--- config.mk ---
export PLATFORM = sky130hd
export DESIGN_NAME = fetch_unit_flat
export DESIGN_NICKNAME = d
export VERILOG_FILES = /design/src/rtl/isa_pkg.sv /design/src/rtl/fetch_unit_if.sv /design/src/rtl/fetch_next_pc.sv /design/src/rtl/fetch_unit.sv /design/src/flat_wrapper.sv
export SDC_FILE = /design/constraint.sdc
export NUM_CORES = 1
export LEC_CHECK = 0
export ABC_AREA = 1
export CAP_MARGIN = 30
export CORE_UTILIZATION = 42
export CTS_CLUSTER_DIAMETER = 200
export DETAILED_ROUTE_END_ITERATION = 10
export GPL_TIMING_DRIVEN = 0
export PLACE_DENSITY = 0.77
export SYNTH_ARGS = -nofsm -noshare
export SYNTH_HDL_FRONTEND = slang
export SYNTH_HIERARCHICAL = 1
export SYNTH_SLANG_ARGS = --single-unit
--- constraint.sdc ---
create_clock -name clk -period 1.31 [get_ports clk]
set_input_delay 0.262 -clock clk [delete_from_list [all_inputs] [get_ports clk]]
set_output_delay 0.262 -clock clk [all_outputs]
set_load 0.01 [all_outputs]
--- src/rtl/isa_pkg.sv ---
// Shared ISA definitions for the front end: widths, opcode encodings and the
// predecoded jump-target rule used by the fetch stage.
package isa_pkg;

    localparam int INSTR_W = 16;
    localparam int ADDR_W  = 16;

    localparam logic [ADDR_W-1:0] PC_STEP = 16'd2;

    typedef enum logic [3:0] {
        OP_AND = 4'b0000,
        OP_ADD = 4'b0010,
        OP_SUB = 4'b0110,
        OP_SLT = 4'b0111,
        OP_LW  = 4'b1000,
        OP_SW  = 4'b1010,
        OP_BNE = 4'b1110,
        OP_JMP = 4'b1111
    } opcode_e;

    typedef struct packed {
        logic [ADDR_W-1:0] pc;
        logic [ADDR_W-1:0] fetch_pc;
        logic              fetch_valid;
    } fetch_state_t;

    // Region bits come from the sequential successor, so a jump in the last
    // word of a region lands in the following region.
    function automatic logic [ADDR_W-1:0] jump_target(
        input logic [ADDR_W-1:0]  fetch_pc,
        input logic [INSTR_W-1:0] instr
    );
        logic [ADDR_W-1:0] pc_seq;
        pc_seq = fetch_pc + PC_STEP;
        return {pc_seq[ADDR_W-1 -: 3], instr[11:0], 1'b0};
    endfunction

endpackage

--- src/rtl/fetch_unit_if.sv ---
// Fetch-stage bus: control from execute/decode, instruction-memory port and
// the instruction handed to decode.
interface fetch_unit_if;
    import isa_pkg::*;

    logic               stall;
    logic               redirect_valid;
    logic [ADDR_W-1:0]  redirect_pc;
    logic [ADDR_W-1:0]  imem_addr;
    logic [INSTR_W-1:0] imem_rdata;
    logic [INSTR_W-1:0] instr;
    logic [ADDR_W-1:0]  instr_pc;
    logic               instr_valid;

    modport master (
        input  stall, redirect_valid, redirect_pc, imem_rdata,
        output imem_addr, instr, instr_pc, instr_valid
    );

    modport slave (
        output stall, redirect_valid, redirect_pc, imem_rdata,
        input  imem_addr, instr, instr_pc, instr_valid
    );

endinterface

--- src/rtl/fetch_next_pc.sv ---
// Next-state selection for the fetch stage: redirect, stall, predecoded jump,
// then sequential flow, in that priority.
module fetch_next_pc
    import isa_pkg::*;
(
    input  logic               redirect_valid,
    input  logic [ADDR_W-1:0]  redirect_pc,
    input  logic               stall,
    input  logic [ADDR_W-1:0]  pc,
    input  logic [ADDR_W-1:0]  fetch_pc_q,
    input  logic               fetch_valid_q,
    input  logic [INSTR_W-1:0] instr,
    input  logic [ADDR_W-1:0]  imem_addr,
    output fetch_state_t       nxt
);

    logic jump_hit;

    assign jump_hit = fetch_valid_q && (instr[15:12] == OP_JMP);

    always_comb begin
        nxt.pc          = pc + PC_STEP;
        nxt.fetch_pc    = pc;
        nxt.fetch_valid = 1'b1;
        if (redirect_valid) begin
            // Word fetched on this edge is wrong-path; drop it even when stalled.
            nxt.pc          = {redirect_pc[ADDR_W-1:1], 1'b0};
            nxt.fetch_pc    = imem_addr;
            nxt.fetch_valid = 1'b0;
        end else if (stall) begin
            nxt.pc          = pc;
            nxt.fetch_pc    = fetch_pc_q;
            nxt.fetch_valid = fetch_valid_q;
        end else if (jump_hit) begin
            nxt.pc          = jump_target(fetch_pc_q, instr);
            nxt.fetch_pc    = pc;
            nxt.fetch_valid = 1'b0;
        end
    end

endmodule

--- src/rtl/fetch_unit.sv ---
// Program counter and fetch stage: drives the instruction-memory address and
// pairs the returned word with its PC and valid flag for decode.
module fetch_unit
    import isa_pkg::*;
#(
    parameter logic [ADDR_W-1:0] RESET_PC = 16'h0000
)
(
    input  logic          clk,
    input  logic          reset,
    fetch_unit_if.master  bus
);

    logic [ADDR_W-1:0] pc;
    logic [ADDR_W-1:0] fetch_pc_q;
    logic              fetch_valid_q;
    fetch_state_t      nxt;

    // A stall re-reads the held word so instr stays stable at the decode input.
    assign bus.imem_addr   = bus.stall ? fetch_pc_q : pc;
    assign bus.instr       = bus.imem_rdata;
    assign bus.instr_pc    = fetch_pc_q;
    assign bus.instr_valid = fetch_valid_q;

    fetch_next_pc u_next_pc (
        .redirect_valid (bus.redirect_valid),
        .redirect_pc    (bus.redirect_pc),
        .stall          (bus.stall),
        .pc             (pc),
        .fetch_pc_q     (fetch_pc_q),
        .fetch_valid_q  (fetch_valid_q),
        .instr          (bus.imem_rdata),
        .imem_addr      (bus.imem_addr),
        .nxt            (nxt)
    );

    always_ff @(posedge clk or posedge reset) begin
        if (reset) begin
            pc            <= RESET_PC;
            fetch_pc_q    <= '0;
            fetch_valid_q <= 1'b0;
        end else begin
            pc            <= nxt.pc;
            fetch_pc_q    <= nxt.fetch_pc;
            fetch_valid_q <= nxt.fetch_valid;
        end
    end

endmodule

--- src/flat_wrapper.sv ---
// flat-port wrapper written by rule: the top's interface ports become plain ports
module fetch_unit_flat import isa_pkg::*;
#(
    parameter logic [ADDR_W-1:0] RESET_PC = 16'h0000
)
  (clk, reset, bus_stall, bus_redirect_valid, bus_redirect_pc, bus_imem_rdata, bus_imem_addr, bus_instr, bus_instr_pc, bus_instr_valid);
  fetch_unit_if bus_i ();
  input  logic clk;
  input  logic reset;
  input wire logic [$bits(bus_i.stall)-1:0] bus_stall;
  input wire logic [$bits(bus_i.redirect_valid)-1:0] bus_redirect_valid;
  input wire logic [$bits(bus_i.redirect_pc)-1:0] bus_redirect_pc;
  input wire logic [$bits(bus_i.imem_rdata)-1:0] bus_imem_rdata;
  output wire logic [$bits(bus_i.imem_addr)-1:0] bus_imem_addr;
  output wire logic [$bits(bus_i.instr)-1:0] bus_instr;
  output wire logic [$bits(bus_i.instr_pc)-1:0] bus_instr_pc;
  output wire logic [$bits(bus_i.instr_valid)-1:0] bus_instr_valid;
  assign bus_i.stall = bus_stall;
  assign bus_i.redirect_valid = bus_redirect_valid;
  assign bus_i.redirect_pc = bus_redirect_pc;
  assign bus_i.imem_rdata = bus_imem_rdata;
  assign bus_imem_addr = bus_i.imem_addr;
  assign bus_instr = bus_i.instr;
  assign bus_instr_pc = bus_i.instr_pc;
  assign bus_instr_valid = bus_i.instr_valid;
  fetch_unit #(.RESET_PC(RESET_PC)) u_core (.clk(clk), .reset(reset), .bus(bus_i));
endmodule
==> key figures <==
Logic synthesis
  – Synthesized area divided by synthesized cell count: around 6.5 um^2
  – Flip-flop and latch count after synthesis: 33
  – Cell type contributing the most total cell area after synthesis: dfrtp_1
  – Top post-synthesis cells by area: dfrtp_1 33%, nand2_1 21%, a21oi_1 8.8%
  – Top-count cell post-synth: nand2_1
  – Post-synth EDFFs: 0
  – Combined area of all synthesized cells: 2496 um^2
  – Total of warnings raised by yosys: 6
  – Async SR Flop Fraction: 1.000
  – Commonest register cell after synthesis: dfrtp_1
  – Proportion of synthesized chip area in sequential cells: 0.3308
  – Proportion of netlist area held by the largest area contributor: 0.3308
  – Commonest cells post-synth: 137 x nand2_1, 44 x a21oi_1, 33 x dfrtp_1
  – Syn Nets: around 420
  – Instance count of the mapped netlist: 385
  – Number of distinct library cell variants in the gate-level netlist after synthesis: 33

Clocking
  – Clock tree root driver cell: clkbuf_8
  – Clock Path Buffers: 2
  – H-Tree Level Count: 2
  – Source-to-sink clock delay at the later pin of the worst-skew pair: 0.29 ns
  – Total clock sinks: 33
  – CTS Buf Count: 5
  – Clock transition at the registers of the reported paths: 0.07 ns
  – TritonCTS clock tree: done
  – Number of hold buffers added after CTS: 0

Timing
  – Max transition margin: 0.4621
  – Setup ws final: -0.1935 ns
  – Accumulated negative setup slack: -1.504 ns
  – Fin Hold WS: 0.4258 ns
  – Count of endpoints failing setup in the final report: 17
  – RSZ-0062 raised after global routing: true
  – Slew at the pin closest to its max-slew limit: 0.8059 ns
  – Portion of the clock cycle consumed by the worst path in the final layout: 1.148
  – Max Clock Freq: around 0.67 GHz
  – Worst clock skew: between 0.004 and 0.005 ns
  – Total count of max-transition violations in the final report: 0
  – Final critical path time including I/O delays and setup: 1.504 ns
  – Final hold violations: 0

Worst setup path
  – Endpoint kind of the worst setup timing path: register
  – Cells traversed along the worst timing path: ha_4, nand3_4, nor2_4, nand4_1, nand3_1, nand3_1, nand2_1, nand2_1
  – Category of cells accounting for the largest share of critical-path delay: simple AND/OR/NAND/NOR gates
  – CP arrival: 1.68 ns
  – Bufs and invs on worst path: 0
  – Worst path max stage delay: 0.44 ns
  – Cell at the slowest stage of the critical path: dfrtp_2
  – Data required time at the worst endpoint: around 1.5 ns
  – Startpoint type of the worst setup path: register
  – Crit Path Class: reg -> reg
  – CP max FO: 7

Cells and area
  – Non-filler cells, final: 597
  – Fraction of final layout cells with drive strength greater than 1: 0.3790
  – Number of diodes added for antenna fixing: 0
  – Layout net count: roughly 560
  – Growth of design area from synthesis to finish: 66.37%
  – Number of inserted filler cells in the final layout: 455

Power
  – Max rail drop VDD: around 450 uV
  – Total power draw: around 3.6 mW
  – Leak Pwr: about 2.1 nW
  – Total power divided by cell area: roughly 870 nW/um^2

Floorplanning
  – Number of cell rows: 27
  – Die outline area: 6255 um^2
  – Top Ports: 85
  – Die height: 79.09 um
  – Width of the chip: 79.09 um
  – Placeable Area: between 5000 and 6000 um^2
  – Effective utilization at floorplan: 0.4451

Global routing
  – Initial antenna violation count: 0
  – Wire length of the first global-routing pass: 15490 um
  – Total gr overflow: 0
  – Combined global-route utilization of all metal layers: 0.3221
  – Largest net degree at the start of global routing: 18
  – Vias in the first global route: 3265

Detailed routing
  – Routed wire per std cell: 17.34 um
  – Vias per Instance: 5.754
  – Routed wire length: 10350 um
  – Via count: 3435
  – Remaining antenna violation count after routing: 0
  – Drt first-iter violations: 442
  – Remaining design rule violation count: 0
  – 1st-pass router iterations: 7

Status
  – Status: finished, violations left
  – Violated checks: negative setup slack

Placed design
  – GPL Wtd Cong: 0.9472
  – Half-perimeter wire length after placement: 5898 um
  – Placed Cells incl. Taps: roughly 540
  – Count of buffers inserted at the top-level ports: 83

Flow run
  – Max Cap Viol: 0

Worst hold path
  – Hold Crit Class: in -> async
registers in the layout, indices dropped and copies added (netlist names):
register                cells
u_core/bus.instr_pc        16
u_core/pc                  16
u_core/bus.instr_valid      1
routing by layer:
layer,share of wire,up-vias,GRT usage
met5,0,-,0
met2,0.48,278,0.5379
met4,0.060,0,0.1745
li1,-,1511,-
met3,0.093,77,0.07126
met1,0.37,1569,0.3832
placed cells by master, fill, tap and decap left out, types with 4 or more instances in the layout:
cell type and instances:
dlygate4sd2_1 27, nand2_1 114, buf_2 18, clkbuf_1 4, dfrtp_2 9, buf_6 23, o211ai_1 4, a21oi_1 39
o21ai_1 5, nand2_2 21, inv_1 26, inv_2 4, clkdlybuf4s15_2 9, clkbuf_8 6, clkdlybuf4s50_1 19, buf_4 59
nand2_4 9, nand3_1 24, nor2_1 27, dfrtp_1 24, nand4_1 4, nor2_2 5, nor2_4 4
power breakdown:
group | switching (mW) | internal (mW)
registers | 0.149 | 1.14
clock network | 0.400 | 0.418
logic | 0.778 | 0.740
timing repair:
item | in CTS | in global routing
gates cloned | 3 | 0
pin swaps | 19 | 18
setup buffers | 39 | 7
gates resized for setup | 201 | 70
endpoints found under the setup margin | 81 | 37
per-stage QoR:
step           instance area (um^2)  setup slack [ns]    util
4_1_cts                        3885           -0.1254  0.6928
2_1_floorplan                  2499          -0.06832       -
6_report                       4153           -0.1935  0.7405
5_1_grt                        4153           -0.2439  0.7405
3_3_place_gp                   3420           -0.8665  0.6098
3_5_place_dp                   3447           -0.8774  0.6147
cell families (layout without fill, tap and decap cells):
group	after synthesis	count (layout)	share of synthesized area
flip-flops	33	33	0.3308
AO/OA/AOI/OAI	66	66	0.1489
adder cells (fa/ha/maj)	1	1	0.005012
AND/OR/NAND/NOR	219	219	0.3704
buffers and inverters	66	206	0.1449
area by class of cell:
class                      count  area [um^2]  share of cell area
multi-input combinational    286         1545              0.3721
timing repair buffer         133         1200              0.2889
sequential                    33        837.1              0.2016
buffer                        34        264.0             0.06357
inverter                      32        130.1             0.03133
tap                           72        90.09             0.02169
clock buffer                   7        86.33             0.02079
path summary, 6_finish.rpt:
kind	start	endpoint	slack (ns)	depth (start not counted)
min in group clk	bus_stall	u_core/pc[5]$_DFF_PP0_	0.43	4
min reg2reg	u_core/pc[0]$_DFF_PP0_	u_core/pc[0]$_DFF_PP0_	0.52	2
max	u_core/pc[1]$_DFF_PP0_	u_core/pc[15]$_DFF_PP0_	-0.19	8
max in group asynchronous	reset	u_core/pc[4]$_DFF_PP0_	0.31	3
max reg2reg	u_core/pc[1]$_DFF_PP0_	u_core/pc[15]$_DFF_PP0_	-0.19	8
min	reset	u_core/bus.instr_pc[0]$_DFF_PP0_	0.43	2
Note: power is estimated with default switching activity, not from simulation.
